**config.mk**
```make
export PLATFORM = sky130hd
export DESIGN_NAME = mem_stage
export DESIGN_NICKNAME = d
export VERILOG_FILES = /design/src/rtl/mem_stage_pkg.sv /design/src/rtl/mem_load_ext.sv /design/src/rtl/mem_stage.sv
export SDC_FILE = /design/constraint.sdc
export NUM_CORES = 1
export LEC_CHECK = 0
export ABC_CLOCK_PERIOD_IN_PS = 3800
export CAP_MARGIN = 25
export CORE_AREA = 2 2 112 114
export CTS_BUF_LIST = sky130_fd_sc_hd__clkbuf_4 sky130_fd_sc_hd__clkbuf_8
export DETAILED_ROUTE_END_ITERATION = 8
export DIE_AREA = 0 0 114 116
export PLACE_DENSITY = 0.86
export SETUP_SLACK_MARGIN = 0.3
export SLEW_MARGIN = 0
export SYNTH_ARGS = -nofsm -noshare
export SYNTH_HDL_FRONTEND = slang
export SYNTH_SLANG_ARGS = --single-unit
```
**constraint.sdc**
```tcl
create_clock -name cpu_clk -period 3.8 [get_ports cpu_clk]
set_clock_uncertainty 0.15 [all_clocks]
set_input_delay 0.76 -clock cpu_clk [delete_from_list [all_inputs] [get_ports cpu_clk]]
set_output_delay 0.76 -clock cpu_clk [all_outputs]
set_load 0.02 [all_outputs]
```
**src/rtl/mem_stage_pkg.sv**
```systemverilog
// +----------------------------------------------------------------------------+
// | mem_stage_pkg : shared encodings and helpers for the memory-access stage   |
// | Rev 1.0                                                                    |
// +----------------------------------------------------------------------------+
`default_nettype none

package mem_stage_pkg;

  // Write-back source select
  localparam logic [1:0] WD_ALU  = 2'd0;
  localparam logic [1:0] WD_LOAD = 2'd1;
  localparam logic [1:0] WD_PC4  = 2'd2;
  localparam logic [1:0] WD_EXT  = 2'd3;

  // Load extension ops
  localparam logic [2:0] EXT_WORD   = 3'd0;
  localparam logic [2:0] EXT_BYTE_S = 3'd1;
  localparam logic [2:0] EXT_BYTE_U = 3'd2;
  localparam logic [2:0] EXT_HALF_S = 3'd3;
  localparam logic [2:0] EXT_HALF_U = 3'd4;

  // Store size masks, aligned to lane 0
  localparam logic [3:0] WE_NONE = 4'b0000;
  localparam logic [3:0] WE_BYTE = 4'b0001;
  localparam logic [3:0] WE_HALF = 4'b0011;
  localparam logic [3:0] WE_WORD = 4'b1111;

  typedef enum logic [1:0] {
    S_IDLE = 2'd0,
    S_REQ  = 2'd1,
    S_WAIT = 2'd2
  } mem_state_t;

  typedef enum logic [1:0] {
    SZ_BYTE = 2'd0,
    SZ_HALF = 2'd1,
    SZ_WORD = 2'd2
  } acc_size_t;

  // Stores are sized by their strobe mask, loads by their extension op
  function automatic acc_size_t access_size(input logic       is_store,
                                            input logic [3:0] we,
                                            input logic [2:0] ext_op);
    acc_size_t sz;
    sz = SZ_WORD;
    if (is_store) begin
      if (we == WE_BYTE)      sz = SZ_BYTE;
      else if (we == WE_HALF) sz = SZ_HALF;
    end else begin
      if (ext_op == EXT_BYTE_S || ext_op == EXT_BYTE_U)      sz = SZ_BYTE;
      else if (ext_op == EXT_HALF_S || ext_op == EXT_HALF_U) sz = SZ_HALF;
    end
    return sz;
  endfunction

  function automatic logic is_misaligned(input acc_size_t sz, input logic [1:0] lo);
    logic m;
    m = 1'b0;
    if (sz == SZ_HALF)      m = lo[0];
    else if (sz == SZ_WORD) m = (lo != 2'b00);
    return m;
  endfunction

endpackage

`default_nettype wire

```
**src/rtl/mem_load_ext.sv**
```systemverilog
// +----------------------------------------------------------------------------+
// | mem_load_ext : byte/half lane select with sign or zero extension           |
// | Rev 1.0                                                                    |
// +----------------------------------------------------------------------------+
`default_nettype none

module mem_load_ext
  import mem_stage_pkg::*;
(
  input  logic [31:0] rdata,
  input  logic [1:0]  addr_lo,
  input  logic [2:0]  ext_op,
  output logic [31:0] data
);

  logic [7:0]  lane_b;
  logic [15:0] lane_h;

  always_comb begin
    lane_b = rdata[{addr_lo, 3'b000} +: 8];
    lane_h = addr_lo[1] ? rdata[31:16] : rdata[15:0];
    case (ext_op)
      EXT_BYTE_S: data = {{24{lane_b[7]}}, lane_b};
      EXT_BYTE_U: data = {24'd0, lane_b};
      EXT_HALF_S: data = {{16{lane_h[15]}}, lane_h};
      EXT_HALF_U: data = {16'd0, lane_h};
      default:    data = rdata;
    endcase
  end

endmodule

`default_nettype wire

```
**src/rtl/mem_stage.sv**
```systemverilog
// +----------------------------------------------------------------------------+
// | mem_stage : memory-access pipeline stage with req/resp data bus and MEM/WB |
// | Rev 1.0                                                                    |
// +----------------------------------------------------------------------------+
`default_nettype none

module mem_stage
  import mem_stage_pkg::*;
#(
  parameter int ADDR_W = 32,
  parameter int DATA_W = 32
) (
  input  logic              cpu_clk,
  input  logic              cpu_rst,
  input  logic              valid_in,
  input  logic [4:0]        wR_in,
  input  logic [31:0]       pc4_in,
  input  logic [31:0]       alu_C_in,
  input  logic [DATA_W-1:0] rD2_in,
  input  logic [31:0]       ext_in,
  input  logic              rf_we_in,
  input  logic [1:0]        wd_sel_in,
  input  logic [3:0]        ram_we_in,
  input  logic [2:0]        ram_ext_op_in,
  output logic              data_req,
  output logic              data_wr,
  output logic [3:0]        data_wstrb,
  output logic [ADDR_W-1:0] data_addr,
  output logic [DATA_W-1:0] data_wdata,
  input  logic              data_addr_ok,
  input  logic              data_data_ok,
  input  logic [DATA_W-1:0] data_rdata,
  output logic              mem_stall,
  output logic              valid_out,
  output logic [4:0]        wR_out,
  output logic [DATA_W-1:0] wd_out,
  output logic              rf_we_out,
  output logic              ale_out
);

  mem_state_t  state, state_nx;
  acc_size_t   size;
  logic        is_store, is_load, mem_op, misaligned, aligned_op, done;
  logic [1:0]  k;
  logic [31:0] load_data;
  logic [31:0] wd_next;

  always_comb begin
    k          = alu_C_in[1:0];
    is_store   = (ram_we_in != WE_NONE);
    is_load    = (wd_sel_in == WD_LOAD);
    mem_op     = valid_in && (is_store || is_load);
    size       = access_size(is_store, ram_we_in, ram_ext_op_in);
    misaligned = mem_op && is_misaligned(size, k);
    aligned_op = mem_op && !misaligned;
  end

  always_ff @(posedge cpu_clk or posedge cpu_rst) begin
    if (cpu_rst) state <= S_IDLE;
    else         state <= state_nx;
  end

  // Data arriving outside WAIT is ignored; the slave never pairs it with addr_ok
  always_comb begin
    state_nx = state;
    data_req = 1'b0;
    done     = 1'b0;
    case (state)
      S_IDLE: begin
        if (aligned_op) begin
          data_req = 1'b1;
          state_nx = data_addr_ok ? S_WAIT : S_REQ;
        end
      end
      S_REQ: begin
        data_req = 1'b1;
        if (data_addr_ok) state_nx = S_WAIT;
      end
      S_WAIT: begin
        if (data_data_ok) begin
          done     = 1'b1;
          state_nx = S_IDLE;
        end
      end
      default: state_nx = S_IDLE;
    endcase
  end

  assign mem_stall = aligned_op && !done;

  always_comb begin
    data_wr    = is_store;
    data_addr  = {alu_C_in[ADDR_W-1:2], 2'b00};
    data_wstrb = ram_we_in << k;
    case (ram_we_in)
      WE_BYTE: data_wdata = {4{rD2_in[7:0]}};
      WE_HALF: data_wdata = {2{rD2_in[15:0]}};
      default: data_wdata = rD2_in;
    endcase
  end

  mem_load_ext u_load_ext (
    .rdata   (data_rdata),
    .addr_lo (k),
    .ext_op  (ram_ext_op_in),
    .data    (load_data)
  );

  always_comb begin
    case (wd_sel_in)
      WD_LOAD: wd_next = load_data;
      WD_PC4:  wd_next = pc4_in;
      WD_EXT:  wd_next = ext_in;
      default: wd_next = alu_C_in;
    endcase
  end

  always_ff @(posedge cpu_clk or posedge cpu_rst) begin
    if (cpu_rst) begin
      valid_out <= 1'b0;
      rf_we_out <= 1'b0;
      ale_out   <= 1'b0;
      wR_out    <= 5'd0;
      wd_out    <= '0;
    end else begin
      valid_out <= valid_in && !mem_stall;
      rf_we_out <= rf_we_in && valid_in && !mem_stall && !misaligned;
      ale_out   <= misaligned;
      if (valid_in && !mem_stall) begin
        wR_out <= wR_in;
        wd_out <= wd_next;
      end
    end
  end

endmodule

`default_nettype wire

```
==> metrics.txt <==
pre-CTS setup slack=0.01901 ns; Vias=4928; Hold Crit Class=register to register; Worst setup SP type=input port; asr flop ratio synth=100.0%; CTS max path bufs=2; Worst-path clk slew=0.08 ns; fill count=1049; Pleak=2.951 nW; Seq cells post-synth=42; routability cong.=0.8665; Avg WL per Cell=19.15 microns; Root Buffer=clkbuf_8; adder-cell share of the synthesized area=0%; Internal=0.001207 W; global-route wire length before repair=25.63 mm; Most used DFF post-synth=dfrtp_1; drt via density=approximately 5.4; PD cells=274.2 mW/mm^2; Psw=0.0007108 W; insertion delay to the later sink of the worst-skew pair=0.30 ns; Pins Over Slew Limit=0; First DRT Iteration DRCs=354; setup TNS=0 ns; Final Hold Fails=0; row count=40; Comb pwr share=between 50% and 60%; mux share of post-synthesis cell area=about an eighth; Mapped Cells=523; fmax=roughly 0.3 GHz; critical path class=input port to output port; Slew headroom=a little under half; simple-gate portion of the synthesized area=around 18%; core area=0.01191 sq mm; maxcap violations=0; CTS tree=yes; Initial Util=34.05%; largest family of logic cells by synthesized area=compound AO/OA/AOI/OAI gates; RSZ-0062 raised after global routing=no; Syn Std Cell Area=0.004056 sq mm; most common cell after layout, fill and taps aside=clkdlybuf4s50_1; pin count of the biggest net entering global routing=55; Final HPWL DP=around 14 mm; Post-synth EDFFs=0; Slew @ Worst Pin=0.8138 ns; switching share of total power=37.05%; Post-DRT Antenna Nets=0; Die Ht=roughly 120 microns; grt ovf=0; maximum VDD drop=0.0001330 V; run status=complete, no violations; Inserted Clock Buffers=5; diode count=0; sequential share of the synthesized area=25.91%; crit path capture type=output port; initial antenna violation count=0; number of I/O pins=291; Tcrit/Tclk final=between 90% and 100%; H-tree depth=2; most frequent cells in the layout=256 x clkdlybuf4s50_1, 69 x nand2_1, 61 x nor2_1, 42 x dfrtp_1, 39 x o21ai_0; DR pass1 iterations=5; Yosys Warn Count=0; share of layout cells above drive strength 1=between 10 and 15%; unique cell type count in the Yosys netlist=57; crit path time final=3.427 ns; XOR/XNOR Fraction of Synth Area=0.6477%; Setup WS post-layout=between 0.3 and 0.4 ns; DP Area=0.006903 sq mm; vias in the first global route=4929; IO buf count=288; Clk network pwr share=approximately 17%; Arrival @ worst endpoint=2.52 ns; chip width=approximately 110 microns; Post-CTS Hold Fix Bufs=0; critical path fanouts, max=24; final setup fails=0; Synth-to-Final Area Change=72.46%; Flop pwr share=30.0%; total power=0.001918 W; number of nets in the finished design=950; Die Area=around 0.013 sq mm; Hold WS=0.3329 ns; Req. time, crit path=2.89 ns; # DRC=0; GR Util All Layers=25.07%; DRT Wirelength=~18 mm; Compound-Gate Fraction of Synth Area=between 20 and 30%; final design area excluding fillers=0.006995 sq mm; clk sinks=42; Mean Syn Cell Area=a little under 8 sq um
## cell usage after synthesis (all sizes together), types with 5 or more instances
master  count  area [sq um]
clkbuf     24         90.09
nor2b       6         37.54
mux2i      19         190.2
o221ai      6         52.55
nor3b       5         42.54
o311ai      6         52.55
mux2       26         307.8
o31ai       8         73.82
nand3       5         25.02
a211oi     22         165.2
nand2      69         259.0
dfrtp      42          1051
o211ai     15         112.6
inv         9         33.78
a21o       17         127.6
buf        57         399.1
a21oi      30         150.1
o21ai      40         200.2
nor2       63         246.5
o22ai      10         76.32
a22o        5         43.79
## worst max-delay path, stage by stage
cell and delay, ns:
clkdlybuf4s50_1 0.46, or2_4 0.29, nor2_2 0.15, buf_12 0.18, mux2_2 0.34, dlygate4sd2_1 0.32
## cell type report
cell class / count / area (sq um) / area share, %
multi-input combinational: 391 / 2499 / 35.72
timing repair buffer: 320 / 3129 / 44.73
clock inverter: 2 / 12.51 / 0.1789
tap: 147 / 183.9 / 2.629
inverter: 10 / 37.54 / 0.5366
clock buffer: 6 / 82.58 / 1.180
sequential: 42 / 1051 / 15.02
## routing by layer
layer | GRT usage (%) | part of all wire [%]
met2 | 48.10 | 52
met5 | 0 | 0
met4 | 6.829 | 1.7
met3 | 6.276 | 9.0
met1 | 27.35 | 37
## logic make-up (layout without fill, tap and decap cells)
kind of cell / after synthesis / after routing
muxes: 46 / 46
AOI/OAI and AO/OA: 175 / 175
other: 1 / 2
buffers and inverters: 91 / 338
DFF: 42 / 42
and+or+nand+nor: 165 / 165
xor gates and xnor gates: 3 / 3
## through the flow
step	utilization, %	std cells
3_3_place_gp	57.95	909
5_1_grt	58.73	918
2_1_floorplan	-	524
3_5_place_dp	57.95	909
6_report	58.73	918
4_1_cts	58.47	917
## sequential cells by signal (all words and copies together), names as in the netlist
register,flops
state,2
rf_we_out,1
wd_out,32
wR_out,5
valid_out,1
ale_out,1
## power groups by stage
stage	clock network, W	logic, W	registers (W)
finish	0.000317	0.00103	0.000575
floorplan	0	0.000400	0.000681
CTS	0.000324	0.00103	0.000575
detailed placement	0	0.00104	0.000583
global route	0.000347	0.00109	0.000584
global placement	0	0.00103	0.000579
## repair_timing
item | 4_1_cts | 5_1_grt
buffers inserted | 0 | 0
resized for setup | 27 | 7
hold endpoints to repair | 0 | 0
setup endpoints to repair | 27 | 3
## final timing paths
check	endpoint	cells past startpoint	start	slack, ns
max in group asynchronous	wd_out[30]	3	cpu_rst	2.52
setup reg to reg	wR_out[3]	5	state[0]	1.91
setup / recovery	data_wdata[16]	6	ram_we_in[3]	0.37
hold reg to reg	wd_out[27]	1	wd_out[27]	0.33
hold / removal	wd_out[27]	1	wd_out[27]	0.33
min in group asynchronous	wR_out[2]	2	cpu_rst	0.53
No activity file was read; power rests on OpenSTA's default activity.
